[config.mk]
export PLATFORM = sky130hd
export DESIGN_NAME = acc_step_ctrl
export DESIGN_NICKNAME = d
export VERILOG_FILES = /design/src/rtl/acc_step_ctrl_pkg.sv /design/src/rtl/acc_step_ctrl_vote_tally.sv /design/src/rtl/acc_step_ctrl.sv
export SDC_FILE = /design/constraint.sdc
export NUM_CORES = 1
export LEC_CHECK = 0
export CAP_MARGIN = 20
export CORE_ASPECT_RATIO = 1.2
export CORE_MARGIN = 2
export CORE_UTILIZATION = 47
export CTS_BUF_LIST = sky130_fd_sc_hd__clkbuf_8
export CTS_CLUSTER_SIZE = 12
export DETAILED_ROUTE_END_ITERATION = 10
export GPL_TIMING_DRIVEN = 0
export PLACE_DENSITY = 0.82
export SLEW_MARGIN = 15
export SYNTH_ARGS = -nofsm -noshare
export SYNTH_HDL_FRONTEND = slang
export SYNTH_SLANG_ARGS = --single-unit
[constraint.sdc]
create_clock -name clk -period 2.5 [get_ports clk]
set_input_delay 0.25 -clock clk [delete_from_list [all_inputs] [get_ports clk]]
set_output_delay 0.25 -clock clk [all_outputs]
set_load 0.01 [all_outputs]
[src/rtl/acc_step_ctrl_pkg.sv]
// rtl/acc_step_ctrl_pkg.sv - shared types and constants for the accumulator step controller
// Contents: controller state enum, accumulator mid code, default parameters,
// and the 4-bit step type that the accumulator also uses.
package acc_step_ctrl_pkg;

  typedef enum logic [1:0] {
    IDLE   = 2'd0,
    TRACK  = 2'd1,
    PRESET = 2'd2
  } state_t;

  typedef logic [3:0] step_t;

  localparam logic [15:0] ACC_MID_CODE = 16'h8000;

  localparam int WIN_DEF      = 16;
  localparam int THR_DEF      = 4;
  localparam int STEP_MAX_DEF = 8;
  localparam int STEP_MIN_DEF = 1;
  localparam int LOCK_CNT_DEF = 4;

endpackage

[src/rtl/acc_step_ctrl_vote_tally.sv]
// rtl/acc_step_ctrl_vote_tally.sv - signed decision tally with fixed-length vote window
// Ports:
//   clk, rstb   : clock, asynchronous active-low reset
//   clr         : discard the partial window (tally and count to 0)
//   count_en    : a qualified decision is present this cycle
//   dec_up      : decision direction, 1 = +1, 0 = -1
//   tally       : running tally including this cycle's decision
//   win_done    : this cycle's decision is the last one of the window
module vote_tally #(
  parameter int WIN = 16,
  parameter int TW  = $clog2(WIN) + 2
) (
  input  logic                 clk,
  input  logic                 rstb,
  input  logic                 clr,
  input  logic                 count_en,
  input  logic                 dec_up,
  output logic signed [TW-1:0] tally,
  output logic                 win_done
);

  localparam int CW = $clog2(WIN);
  localparam logic signed [TW-1:0] ONE = 1;

  logic [CW-1:0]        cnt;
  logic signed [TW-1:0] acc;

  assign tally    = count_en ? (dec_up ? acc + ONE : acc - ONE) : acc;
  assign win_done = count_en && (cnt == CW'(WIN - 1));

  // The window always restarts after its last decision, whether or not it
  // produced an update.
  always_ff @(posedge clk or negedge rstb) begin
    if (!rstb) begin
      acc <= '0;
      cnt <= '0;
    end else if (clr || win_done) begin
      acc <= '0;
      cnt <= '0;
    end else if (count_en) begin
      acc <= tally;
      cnt <= cnt + CW'(1);
    end
  end

endmodule

[src/rtl/acc_step_ctrl.sv]
// rtl/acc_step_ctrl.sv - majority-vote filter and gear-shift controller feeding the accumulator
// Ports:
//   clk, rstb             : clock, asynchronous active-low reset
//   loop_en               : tracking enable
//   dec_valid, dec_up     : qualified bang-bang decision
//   preset_req, preset_val: external preset request and value
//   enable, up, step      : one-cycle accumulator update command
//   sel_ext, ext_val      : external load select and value
//   lock                  : loop locked
module acc_step_ctrl
  import acc_step_ctrl_pkg::*;
#(
  parameter int WIN      = WIN_DEF,
  parameter int THR      = THR_DEF,
  parameter int STEP_MAX = STEP_MAX_DEF,
  parameter int STEP_MIN = STEP_MIN_DEF,
  parameter int LOCK_CNT = LOCK_CNT_DEF
) (
  input  logic        clk,
  input  logic        rstb,
  input  logic        loop_en,
  input  logic        dec_valid,
  input  logic        dec_up,
  input  logic        preset_req,
  input  logic [15:0] preset_val,
  output logic        enable,
  output logic        up,
  output step_t       step,
  output logic        sel_ext,
  output logic [15:0] ext_val,
  output logic        lock
);

  localparam int TW = $clog2(WIN) + 2;
  localparam logic signed [TW-1:0] THR_S = TW'(THR);
  localparam step_t STEP_MAX4 = 4'(STEP_MAX);
  localparam step_t STEP_MIN4 = 4'(STEP_MIN);
  localparam logic [3:0] LOCK4 = 4'(LOCK_CNT);

  state_t state, state_nx;

  logic signed [TW-1:0] tally;
  logic                 win_done, count_en, clr;

  // have_dir = an update has happened since reset/preset; shift_pend delays
  // the step halving by one cycle so the strobe carries the pre-reversal step.
  logic       have_dir, last_dir, shift_pend;
  logic [3:0] rev_cnt;

  logic        upd, upd_dir, is_rev;
  step_t       step_half;
  logic        enable_nx, up_nx, sel_ext_nx, lock_nx;
  logic        have_dir_nx, last_dir_nx, shift_pend_nx;
  logic [3:0]  rev_cnt_nx;
  logic [15:0] ext_val_nx;
  step_t       step_nx;

  // Decisions count only while already in TRACK with loop_en still high;
  // a preset discards the decision and the partial window.
  assign count_en = (state == TRACK) && loop_en && dec_valid && !preset_req;
  assign clr      = (state != TRACK) || !loop_en || preset_req;

  vote_tally #(.WIN(WIN), .TW(TW)) u_vote_tally (
    .clk      (clk),
    .rstb     (rstb),
    .clr      (clr),
    .count_en (count_en),
    .dec_up   (dec_up),
    .tally    (tally),
    .win_done (win_done)
  );

  always_ff @(posedge clk or negedge rstb) begin
    if (!rstb) state <= IDLE;
    else       state <= state_nx;
  end

  always_comb begin
    state_nx = state;
    if (preset_req) begin
      state_nx = PRESET;
    end else begin
      case (state)
        IDLE:    if (loop_en) state_nx = TRACK;
        TRACK:   if (!loop_en) state_nx = IDLE;
        PRESET:  state_nx = loop_en ? TRACK : IDLE;
        default: state_nx = IDLE;
      endcase
    end
  end

  always_comb begin
    upd     = 1'b0;
    upd_dir = 1'b0;
    if (win_done) begin
      if (tally >= THR_S) begin
        upd     = 1'b1;
        upd_dir = 1'b1;
      end else if (tally <= -THR_S) begin
        upd = 1'b1;
      end
    end
    is_rev    = upd && have_dir && (upd_dir != last_dir);
    step_half = ((step >> 1) < STEP_MIN4) ? STEP_MIN4 : (step >> 1);
  end

  always_comb begin
    enable_nx     = 1'b0;
    sel_ext_nx    = 1'b0;
    up_nx         = up;
    ext_val_nx    = ext_val;
    step_nx       = step;
    lock_nx       = lock;
    rev_cnt_nx    = rev_cnt;
    have_dir_nx   = have_dir;
    last_dir_nx   = last_dir;
    shift_pend_nx = 1'b0;
    if (preset_req) begin
      enable_nx   = 1'b1;
      sel_ext_nx  = 1'b1;
      ext_val_nx  = preset_val;
      step_nx     = STEP_MAX4;
      lock_nx     = 1'b0;
      rev_cnt_nx  = '0;
      have_dir_nx = 1'b0;
    end else begin
      if (shift_pend) step_nx = step_half;
      if (upd) begin
        enable_nx     = 1'b1;
        up_nx         = upd_dir;
        have_dir_nx   = 1'b1;
        last_dir_nx   = upd_dir;
        shift_pend_nx = is_rev;
        if (is_rev && (step == STEP_MIN4) && (rev_cnt != LOCK4)) begin
          rev_cnt_nx = rev_cnt + 4'd1;
          if (rev_cnt + 4'd1 == LOCK4) lock_nx = 1'b1;
        end
      end
    end
  end

  always_ff @(posedge clk or negedge rstb) begin
    if (!rstb) begin
      enable     <= 1'b0;
      up         <= 1'b0;
      sel_ext    <= 1'b0;
      lock       <= 1'b0;
      step       <= STEP_MAX4;
      ext_val    <= ACC_MID_CODE;
      rev_cnt    <= '0;
      have_dir   <= 1'b0;
      last_dir   <= 1'b0;
      shift_pend <= 1'b0;
    end else begin
      enable     <= enable_nx;
      up         <= up_nx;
      sel_ext    <= sel_ext_nx;
      lock       <= lock_nx;
      step       <= step_nx;
      ext_val    <= ext_val_nx;
      rev_cnt    <= rev_cnt_nx;
      have_dir   <= have_dir_nx;
      last_dir   <= last_dir_nx;
      shift_pend <= shift_pend_nx;
    end
  end

endmodule

# After elaboration in Yosys (flattened, before gate mapping)

Index checks and enable logic that the tools add are counted.
W data, S select, Z words.

Bits in registers: 42
Bits in latches: 0
Bits in writable memories: 0
Memory bits (read-only): 0
Bits of input ports: 22
Logic and storage cells: 86
Memories: 0

Add/subtract/negate cells: 4
$mul: 0
Divide/modulo/power cells: 0
$lt $le $gt $ge: 3
Eq/ne operators: 10
Shift operators: 0
Multiplexer cells: 33
Bitwise logic cells: 1
Reduce and logical (&&, ||, !) cells: 23

Operator list:

| cell                  | number |
|---|---|
| $mux W4               | 7 |
| $mux W6               | 4 |
| $mux W1               | 17 |
| $reduce_bool A2 Y1    | 5 |
| $add A4 B1 Y4 const B | 2 |
| $logic_and A1 B1 Y1   | 8 |
| $add A6 B2 Y6 const B | 1 |
| $ge A6 B4 Y1 const B  | 1 |
| $le A6 B3 Y1 const B  | 1 |
| $mux W2               | 3 |
| $ne A3 B3 Y1 const B  | 2 |
| $pmux W2 S3           | 1 |
| $reduce_and A2 Y1     | 3 |
| $sub A6 B2 Y6 const B | 1 |
| $eq A4 B1 Y1 const B  | 1 |
| $eq A4 B3 Y1 const B  | 1 |
| $eq A4 B4 Y1 const B  | 1 |
| $ne A4 B3 Y1 const B  | 1 |
| $logic_or A1 B1 Y1    | 3 |
| $lt A3 B1 Y1 const B  | 1 |
| $mux W3               | 1 |
| $reduce_and A3 Y1     | 1 |
| $eq A2 B1 Y1 const B  | 1 |
| $eq A2 B2 Y1 const B  | 1 |
| other kinds (5)       | 6 |

# Logic depth before layout (Yosys ltp)

Gate-level depths: netlist of the first run.

Depth in word-level cells: 16
Gate-level depth with buffers: 9
Gate-level depth less buffers: 9

# Hierarchy

From an unflattened synthesis of the first run, not the netlist that was laid out.

Cells, all modules: 183
Area, all modules: 2078.2 um^2

Modules (own cells, without submodules):

| module        | times used | cells each | area an instance (um^2) | sequential area each (um^2) |
|---|---|---|---|---|
| acc_step_ctrl | 1          | 110        | 1393.8                  | 803.3 |
| vote_tally    | 1          | 73         | 684.4                   | 250.2 |

# Least setup slack after synthesis of the first run

Ideal clock, no wire load.

Path kind: reg2reg
Start point: register u_vote_tally.acc[0]
End point: register rev_cnt[3]
Setup time: 77 ps
Arrival time: 2287 ps
Data required time: 2423 ps
Slack: 136 ps
Stages on the path, launching flop included: 9
Buffers on the path: 0
Period minus slack after synthesis: 2364 ps
Cell sequence: dfrtp_1 inv_1 fa_1 xnor2_1 and4_1 a311o_1 mux2_4 or3_1 a21oi_1

Longest elaborated chain between the ends: 13
Elaborated cells on any way between the ends: 19
Those cells by class: add/sub (2); order compare (2); eq/ne (1); mux (7); reduce/logical (7)

Ends and longest elaborated chain:

| element                                               | line                           | source |
|---|---|---|
| from (decl)                                           | acc_step_ctrl_vote_tally.sv:26 | `logic signed [TW-1:0] acc;` |
| from (signal assigned)                                | acc_step_ctrl_vote_tally.sv:41 | `acc <= tally;` |
| $sub A6 B2 Y6 / $add A6 B2 Y6 (equally long branches) | acc_step_ctrl_vote_tally.sv:28 | `assign tally = count_en ? (dec_up ? acc + ONE : acc - ONE) : acc;` |
| $mux W6                                               | acc_step_ctrl_vote_tally.sv:28 |  |
| $mux W6 *                                             | acc_step_ctrl_vote_tally.sv:28 |  |
| $le A6 B3 Y1                                          | acc_step_ctrl.sv:99            | `end else if (tally <= -THR_S) begin` |
| $mux W1                                               | acc_step_ctrl.sv:99            |  |
| $mux W1                                               | acc_step_ctrl.sv:96            | `if (tally >= THR_S) begin` |
| $mux W1                                               | acc_step_ctrl.sv:95            | `if (win_done) begin` |
| $logic_and A1 B1 Y1 (2 in a row)                      | acc_step_ctrl.sv:103           | `is_rev = upd && have_dir && (upd_dir != last_dir);` |
| $logic_and A1 B1 Y1 (2 in a row)                      | acc_step_ctrl.sv:134           | `if (is_rev && (step == STEP_MIN4) && (rev_cnt != LOCK4)) begin` |
| $reduce_bool A2 Y1 (no line)                          | --                             |  |
| $reduce_and A2 Y1 (no line) *                         | --                             |  |
| to (signal assigned)                                  | acc_step_ctrl.sv:161           | `rev_cnt <= rev_cnt_nx;` |
| to (decl)                                             | acc_step_ctrl.sv:48            | `logic [3:0] rev_cnt;` |

Every way passes the cells marked *; elsewhere a longest branch is shown, timed or not.
A chain may end at the register's enable or synchronous reset.

# Worst setup path in the final report of the first run

Start point: register u_vote_tally.acc[1]
End point: register rev_cnt[3]

The elaborated chain is that of the path after synthesis.

==> flow_metrics.tcl, run 1 <==
set metrics [dict create \
    syn2layout_area_growth_pct 38.12 \
    ys_ff_latch 42 \
    grt_setup_unrepaired "yes" \
    ios 46 \
    synth_commonest_cells "40 x dfrtp_1, 20 x nor2_1, 17 x a21oi_1, 17 x mux2_2, 13 x nand2_1" \
    period_minus_slack_ns 2.448 \
    hold_slack_ns 0.4612 \
    syn_area_per_cell_um2 10.85 \
    dieArea_um2 5155 \
    slew_violations 0 \
    clockBufferDepth 2 \
    cts_buffers 5 \
    syn-cell-area_um2 2160 \
    route.detailed.drc 0 \
    post-dp-hpwl_um 3277 \
    maxCapViolations 0 \
    cts_root_buf "clkbuf_8" \
    final_layout_size_suffix_gt1_share_pct 23.95 \
    critPathLaunchType "flip-flop" \
    overflow 0 \
    cts_tree "built" \
    synthArstFlopShare_pct 100.0 \
    drt_wl_total_um 4967 \
    peakVddDrop_mv 0.2577 \
    cellPowerDensity_nw_per_um2 499.9 \
    ys_types 44 \
    gr-usage-all-layers_pct 19.78 \
    grt_pass1_wl_um 7693 \
    placed_area_um2 2705 \
    viasPerCell 5.389 \
    rr_endpoint "rev_cnt[3]" \
    grt_pass1_vias 1663 \
    synthFlopType "dfrtp_1" \
    p_leak_nw 1.238 \
    cp-end-kind "flip-flop" \
    ff2ff_path_depth 8 \
    fin_setup_tns_ns 0 \
    clock_skew_ns 0.007571 \
    setup_viol 0 \
    place_ws_ns -0.7142 \
    synth-edff-count 0 \
    setup_ws_ns 0.05222 \
    die_h_um 78.26 \
    place_congestion 0.8022 \
    startpoint "u_vote_tally.acc[1]" \
    htreeDepth 2 \
    die_w_um 65.88 \
    fmax_mhz 408.5 \
    initial_core_util_pct 48.06 \
    syn_nets 230 \
    setup.worst_path.end "rev_cnt[3]" \
    nFillCells 350 \
    fin_crit_sh_pct 97.91 \
    final_cell_area_um2 2983 \
    critPathRequiredTime_ns 2.73 \
    ys_seq_area_share_pct 48.78 \
    rr_startpoint "u_vote_tally.acc[1]" \
    hold_violations 0 \
    path_max_fanout 4 \
    crit_type "reg2reg" \
    firstDrtPassIters 6 \
    synthTopCellsByArea "dfrtp_1 46%, mux2_2 8.9%, ha_1 4.6%" \
    antenna_found_initial 0 \
    port_buffers 45 \
    synthCells 199 \
    synth_top_area_share_pct 46.35 \
    drt_iter0_markers 66 \
    slew_headroom_pct 63.19 \
    clock_latency_ns 0.30 \
    n_antenna_cell 0 \
    rrSetupSlack_ns 0.05 \
    nets 293 \
    vias 1730 \
    synth_top_cell_by_area "dfrtp_1" \
    rows 27 \
    yosys_warnings 0 \
    core_um2 4493 \
    drtAntennaViolNets 0 \
    wire_per_inst_um 15.47 \
    grt_max_degree 23 \
    path_clk_slew_ns 0.08 \
    status "finished clean" \
    arrival_ns 2.67 \
    hold_class "in2async" \
    yosysMostFrequentCell "dfrtp_1" \
    tightest_slew_ns 0.5521 \
    clock-sinks 42 \
]
per-layer routing:
metal | up-vias | routed length [um] | GRT usage, %
met5 | - | 0 | 0
met4 | 0 | 121 | 10.63
met3 | 9 | 167 | 3.009
met2 | 34 | 2746 | 34.24
met1 | 859 | 1932 | 23.09
li1 | 828 | - | -
repair_timing:
item | CTS | global route
endpoints found under the hold margin | 20 | 0
gates resized for setup | 11 | 11
pin swaps | 8 | 5
gates cloned | 0 | 0
hold buffers | 1 | 0
setup endpoints to repair | 6 | 5
setup buffers | 5 | 4
flip-flops by register name (all words and copies together) (netlist names):
register / cells
enable: 1
have_dir: 1
lock: 1
u_vote_tally.cnt: 4
step: 4
sel_ext: 1
last_dir: 1
state: 2
rev_cnt: 4
shift_pend: 1
u_vote_tally.acc: 6
ext_val: 16
kinds of logic after synthesis:
group	count (synthesis)	synth area share [%]
mux	24	12.34
fa+ha+maj	9	5.562
simple gates	66	15.88
flops	42	48.78
xor+xnor	4	1.623
buf+inv	16	3.360
compound gates	38	12.46
cell usage in the layout, fill, tap and decap left out, drive strengths merged, types with 2 or more instances in the layout:
cell type / synthesis / final
clkbuf: 3 / 8
mux2: 18 / 18
o21ai: 6 / 6
a31oi: 3 / 3
dfstp: 2 / 2
inv: 9 / 10
a21oi: 17 / 17
a21o: 4 / 4
mux2i: 6 / 6
nor2: 20 / 20
and3: 3 / 3
dfrtp: 40 / 40
nor2b: 2 / 2
buf: 4 / 16
nand2: 13 / 13
nor3: 4 / 4
nand3: 8 / 8
clkdlybuf4s50: 0 / 43
nand2b: 6 / 6
ha: 8 / 8
a211oi: 3 / 3
xor2: 3 / 3
or3: 2 / 2
layout make-up:
type | instances | area (um2) | area share, %
plain buffers | 7 | 38.79 | 1.300
clock buffers | 5 | 68.82 | 2.307
clock inverters | 3 | 43.79 | 1.468
inverters | 9 | 33.78 | 1.133
multi-input cells | 141 | 1126 | 37.75
flip-flops and latches | 42 | 1054 | 35.32
well taps | 58 | 72.57 | 2.433
repair buffers | 56 | 545.5 | 18.29
through the flow:
stage	utilization [%]	power, W	instances
floorplan	-	0.0008182	199
global placement	59.70	0.0009331	302
detailed placement	60.21	0.0009442	303
CTS	64.72	0.001497	317
global route	66.39	0.001552	321
finish	66.39	0.001491	321
worst min-delay path by stage:
| stage | depth (start not counted) | slack [ns] | endpoint |
|---|---|---|---|
| 6_report | 2 | 0.46 | ext_val[5] |
| 3_3_place_gp | 1 | 0.44 | state[0] |
| 4_1_cts | 1 | 0.46 | state[0] |
| 5_1_grt | 1 | 0.48 | state[0] |
| 2_1_floorplan | 0 | -0.05 | enable |
| 3_5_place_dp | 1 | 0.27 | ext_val[5] |
worst max-delay path: stages, from the launching register on:
cell	delay, ns
dfrtp_1	0.39
inv_2	0.05
fa_2	0.39
xnor2_2	0.20
and4_1	0.22
a311o_1	0.39
mux2_4	0.30
or3_1	0.31
a21oi_1	0.13
power by group:
part	leakage (nW)	switching (W)	internal (W)	total [W]
clock network	0.0585	0.000244	0.000299	0.000544
logic	0.642	0.0000927	0.000129	0.000222
registers	0.538	0.0000156	0.000710	0.000725
total	1.24	0.000353	0.00114	0.00149
(Power assumes the default switching activity.)
==> run 2, diff against run 1 <==
CAP_MARGIN = default   (was 20)
CORE_MARGIN = default   (was 2)
==> run 2 against run 1 <==
Setup slack worse by 0.047 ns. Critical path type unchanged. Maximum frequency is 1.9% lower. Die area decreased by 5.5%. Design area decreased by 0.71%.
==> flow_metrics.tcl, run 2 (same netlist as run 1, synthesis figures left out) <==
set metrics [dict create \
    peakVddDrop_mv 0.4298 \
    final_common_cell "clkdlybuf4s50_1" \
    critPathMaxStageDelay_ns 0.39 \
    clockBufferDepth 2 \
    cts_buffers 5 \
    clock_latency_ns 0.29 \
    path_clk_slew_ns 0.08 \
    mostFrequentLayoutCells "43 x clkdlybuf4s50_1, 40 x dfrtp_1, 19 x nor2_1" \
    critPathRequiredTime_ns 2.71 \
    arrival_ns 2.71 \
    rr_startpoint "u_vote_tally.acc[1]" \
    drtAntennaViolNets 0 \
    dieArea_um2 4871 \
    period_minus_slack_ns 2.494 \
    post-dp-hpwl_um 3149 \
    antenna_found_initial 0 \
    nFillCells 324 \
    crit_family "compound AO/OA/AOI/OAI gates" \
    fin_crit_sh_pct 99.77 \
    vias 1692 \
    fin_setup_tns_ns 0 \
    crit_type "reg2reg" \
    cts_root_buf "clkbuf_8" \
    grt_pass1_vias 1624 \
    slowest_stage "dfrtp_1" \
    fin_util_pct 68.45 \
    wire_per_inst_um 14.16 \
    place_congestion 0.8138 \
    firstDrtPassIters 4 \
    n_antenna_cell 0 \
    startpoint "u_vote_tally.acc[1]" \
    cp-end-kind "flip-flop" \
    nets 293 \
    ios 46 \
    slew_headroom_pct 65.84 \
    critPathLaunchType "flip-flop" \
    viasPerCell 5.304 \
    p_leak_nw 1.227 \
    port_buffers 45 \
    clock_skew_ns 0.008657 \
    path_buf_inv 1 \
    largest_register_ff_count 16 \
    max_flop_register "ext_val" \
    syn2layout_area_growth_pct 37.14 \
    maxCapViolations 0 \
    fmax_mhz 400.9 \
    rows 26 \
    hold_violations 0 \
    htreeDepth 2 \
    core_um2 4327 \
    clock-sinks 42 \
    gr-usage-all-layers_pct 19.48 \
    cellPowerDensity_nw_per_um2 454.5 \
    top_regs "ext_val x16, u_vote_tally.acc x6" \
    die_h_um 76.26 \
    grt_max_degree 26 \
    hold_class "in2async" \
    drt_iter0_markers 94 \
    setup_viol 0 \
    final_layout_size_suffix_gt1_share_pct 24.33 \
    drt_wl_total_um 4518 \
    tightest_slew_ns 0.5125 \
    path_max_fanout 5 \
    grt_pass1_wl_um 7348 \
    hold_slack_ns 0.4263 \
    status "finished clean" \
    overflow 0 \
    die_w_um 63.88 \
    grt_setup_unrepaired "yes" \
    cts_tree "built" \
    slew_violations 0 \
    route.detailed.drc 0 \
    cp_cell_sequence "inv_2, fa_2, nand2b_4, a21oi_4, xor2_4, a311o_1, mux2_4, or3_4, a21oi_2" \
    initial_core_util_pct 49.91 \
]
## run 2: cell count changes in the layout (fill, tap and decap cells not counted), sizes merged
cell	delta
buf	-1
inv	+1
clkinv	-1
clkdlybuf4s15	+1
clkinvlp	+1
bufinv	-1
## run 2: stage by stage
stage	worst slack (ns)	instance area, um2	power [W]	std cells
finish	0.005641	2962	0.001346	319
global route	-0.06580	2962	0.001401	319
CTS	0.002244	2846	0.001357	314
detailed placement	-0.7543	2695	0.0009403	301
global placement	-0.6333	2680	0.0009329	300
floorplan	0.1357	2160	0.0008182	199
## run 2: power breakdown
group | total [W] | internal (W) | switching (W)
combinational | 0.000212 | 0.000123 | 0.0000889
clock | 0.000409 | 0.000189 | 0.000219
sequential | 0.000725 | 0.000710 | 0.0000150
## run 2: final timing paths
kind / to / slack [ns] / depth (start not counted)
min in group clk: state[0] / 0.46 / 1
worst min register to register: state[0] / 0.46 / 1
max in group asynchronous: ext_val[15] / 1.52 / 3
worst max-delay path: rev_cnt[3] / 0.006 / 9
worst min-delay path: u_vote_tally.cnt[0] / 0.43 / 2
worst max register to register: rev_cnt[3] / 0.006 / 9
## run 2: routing by layer
| layer | vias up | wire, um | GRT usage, % |
|---|---|---|---|
| met5 | - | 0 | 0 |
| li1 | 822 | - | - |
| met4 | 0 | 85 | 9.091 |
| met1 | 828 | 1932 | 23.68 |
| met2 | 34 | 2366 | 32.55 |
| met3 | 8 | 133 | 4.192 |
## run 2: what timing repair did
action / CTS / global route
resized for setup: 8 / 16
pin swaps: 2 / 7
buffers inserted: 4 / 5
endpoints found under the setup margin: 7 / 6
endpoints found under the hold margin: 17 / 0
hold buffers: 1 / 0
## run 2: final cells by class
type / instances / area [um2] / area share [%]
repair buffers: 56 / 544.3 / 18.38
multi-input cells: 141 / 1137 / 38.40
inverters: 9 / 33.78 / 1.141
clock inverters: 3 / 15.01 / 0.5070
plain buffers: 7 / 38.79 / 1.310
clock buffers: 5 / 68.82 / 2.324
well taps: 56 / 70.07 / 2.366
flip-flops and latches: 42 / 1054 / 35.57
==> run 3, diff against run 2 <==
SYNTH_HIERARCHICAL = 1   (was default)
==> run 3 against run 2 <==
The run now ends with negative setup slack left. Register-to-register slack worse by 0.20 ns. Global-route usage is 3.7 points higher. Synthesized cell count is 8.0% lower. Largest cell class is now sequential cells. Largest power group unchanged.
==> flow_metrics.tcl, run 3 <==
set metrics [dict create \
    mostFrequentLayoutCells "41 x clkdlybuf4s50_1, 40 x dfrtp_1, 29 x buf_4" \
    ys_types 46 \
    route.detailed.drc 0 \
    syn2layout_area_growth_pct 47.80 \
    overflow 0 \
    synth_commonest_cells "40 x dfrtp_1, 16 x nor2_1, 13 x mux2_1, 11 x inv_1, 9 x a21oi_1" \
    slew_headroom_pct 64.57 \
    place_congestion 0.7876 \
    viasPerCell 5.384 \
    core_um2 4262 \
    wire_per_inst_um 15.63 \
    max_flop_register "ext_val" \
    slew_violations 0 \
    synth_top_cell_by_area "dfrtp_1" \
    syn_nets 214 \
    antenna_found_initial 0 \
    ys_seq_area_share_pct 50.69 \
    final_layout_size_suffix_gt1_share_pct 27.72 \
    synth_top_family_by_area "simple AND/OR/NAND/NOR gates" \
    clock-sinks 42 \
    top_regs "ext_val x16, u_vote_tally/acc x6" \
    period_minus_slack_ns 2.693 \
    ys_ff_latch 42 \
    fin_setup_tns_ns -0.4408 \
    synth_top_area_share_pct 48.16 \
    power_w 0.001595 \
    post-dp-hpwl_um 3013 \
    synth_mux_area_share_pct 11.14 \
    hold_class "in2reg" \
    die_w_um 62.70 \
    tightest_slew_ns 0.5314 \
    dieArea_um2 4692 \
    syn-cell-area_um2 2078 \
    n_antenna_cell 0 \
    synthArstFlopShare_pct 100.0 \
    setup_viol 3 \
    cts_tree "built" \
    die_h_um 74.84 \
    arrival_ns 2.92 \
    nets 297 \
    vias 1739 \
    violations "negative setup slack" \
    cts_root_buf "clkbuf_8" \
    largest_register_ff_count 16 \
    crit_family "simple AND/OR/NAND/NOR gates" \
    synth-edff-count 0 \
    drt_wl_total_um 5049 \
    yosys_warnings 6 \
    synthCells 183 \
    firstDrtPassIters 4 \
    critPathRequiredTime_ns 2.73 \
    setup_ws_ns -0.1928 \
    rows 26 \
    cp_cell_sequence "or3b_4, nor2_4, buf_6, nand2_2, a211oi_2, a31oi_2, nand2_2, nor3_2, o32a_4, or4b_1, a21oi_1" \
    grt_setup_unrepaired "yes" \
    yosys.area_share.simple_pct 14.75 \
    dp.cells 285 \
    critPathMaxStageDelay_ns 0.52 \
    peakVddDrop_mv 0.5213 \
    path_clk_slew_ns 0.09 \
    crit_type "reg2reg" \
    clock_skew_ns 0.007019 \
    cellPowerDensity_nw_per_um2 519.2 \
    syn_area_per_cell_um2 11.36 \
    startpoint "state[1]" \
    p_leak_nw 1.356 \
    clockBufferDepth 2 \
    fmax_mhz 371.4 \
    synth_fa_ha_area_share_pct 5.780 \
    yosysMostFrequentCell "dfrtp_1" \
    synth_compound_area_share_pct 11.08 \
    synthFlopType "dfrtp_1" \
    rr_startpoint "state[1]" \
    grt_max_degree 31 \
    path_buf_inv 1 \
    cp-end-kind "flip-flop" \
    initial_core_util_pct 48.77 \
    status "complete, but fails checks" \
    clock_latency_ns 0.30 \
    drtAntennaViolNets 0 \
    grt_pass1_vias 1739 \
    hold_violations 0 \
    gr-usage-all-layers_pct 23.17 \
    drt_iter0_markers 31 \
    ios 46 \
    cts_buffers 5 \
    slowest_stage "or4b_1" \
    path_max_fanout 6 \
    fin_util_pct 72.08 \
    hold_slack_ns 0.1165 \
    synthTopCellsByArea "dfrtp_1 48%, mux2_1 7.0%, ha_1 4.8%" \
    port_buffers 45 \
    critPathLaunchType "flip-flop" \
    maxCapViolations 0 \
    fin_crit_sh_pct 107.7 \
    grt_pass1_wl_um 8079 \
    synth_xor_xnor_area_share_pct 3.371 \
    critPathMostFrequentCell "nand2_2" \
    min_from "preset_req" \
    final_common_cell "clkdlybuf4s50_1" \
    stdcell_count 323 \
    htreeDepth 2 \
]
-- run 3: changes by cell type in the layout (fill, tap and decap cells not counted), sizes merged, moves of 3 or more --
cell,before,now
buf,15,33
a21oi,17,9
nand2,13,8
nand2b,6,1
nand3,8,3
nor2b,2,7
nand4,1,5
nor2,20,16
clkbuf,8,11
xnor2,1,4
-- run 3: timing repair --
action / 4_1_cts / 5_1_grt
cloned: 0 / 0
resized for setup: 14 / 13
hold buffers: 1 / 0
pin swaps: 15 / 6
setup endpoints to repair: 9 / 8
setup buffers: 27 / 2
endpoints found under the hold margin: 12 / 0
-- run 3: worst paths after layout --
path	to	slack (ns)	cells past startpoint
max	rev_cnt[2]	-0.19	11
min	sel_ext	0.12	1
max reg2reg	rev_cnt[2]	-0.19	11
min reg2reg	state[0]	0.46	1
max in group asynchronous	step[3]	1.58	3
min in group asynchronous	u_vote_tally/acc[1]	0.38	2
-- run 3: final cells by class --
cell class | count | area [um2]
buffer | 6 | 31.28
clock buffer | 6 | 82.58
clock inverter | 2 | 60.06
fill | 304 | 1190
inverter | 11 | 43.79
multi-input combinational | 124 | 1042
sequential | 42 | 1054
tap | 56 | 70.07
timing repair buffer | 76 | 688.2
-- run 3: per-stage QoR --
step | cell area, um2 | setup WS, ns
3_3_place_gp | 2625 | -0.8204
4_1_cts | 3028 | -0.1348
3_5_place_dp | 2640 | -0.9234
6_report | 3072 | -0.1928
2_1_floorplan | 2105 | -0.03108
5_1_grt | 3072 | -0.2742
-- run 3: metal layers --
layer	routed length, um	track usage (%)	vias up	part of all wire [%]
met5	0	0	-	0
met4	197	14.47	0	3.9
met3	213	5.455	19	4.2
met2	2550	40.58	43	51
met1	2087	25.98	865	41
li1	-	-	812	-
-- run 3: worst reg2reg max path: stages (launching register included) --
cell	delay, ns
dfrtp_1	0.38
or3b_4	0.39
nor2_4	0.18
buf_6	0.15
nand2_2	0.05
a211oi_2	0.19
a31oi_2	0.08
nand2_2	0.10
nor3_2	0.06
o32a_4	0.38
or4b_1	0.52
a21oi_1	0.14
-- run 3: logic make-up (layout without fill, tap and decap cells) --
group	Yosys count	after routing
and+or+nand+nor	54	54
muxes	21	21
AOI/OAI and AO/OA	32	32
xor gates and xnor gates	8	8
adders and majority gates	9	9
buffers and inverters	17	101
DFF	42	42
-- run 3: power by group --
part,internal [W],switching (W),total [W]
Sequential,0.000709,0.0000133,0.000722
Clock,0.000426,0.000243,0.000669
Combinational,0.000123,0.0000808,0.000204
Total,0.00126,0.000337,0.00159
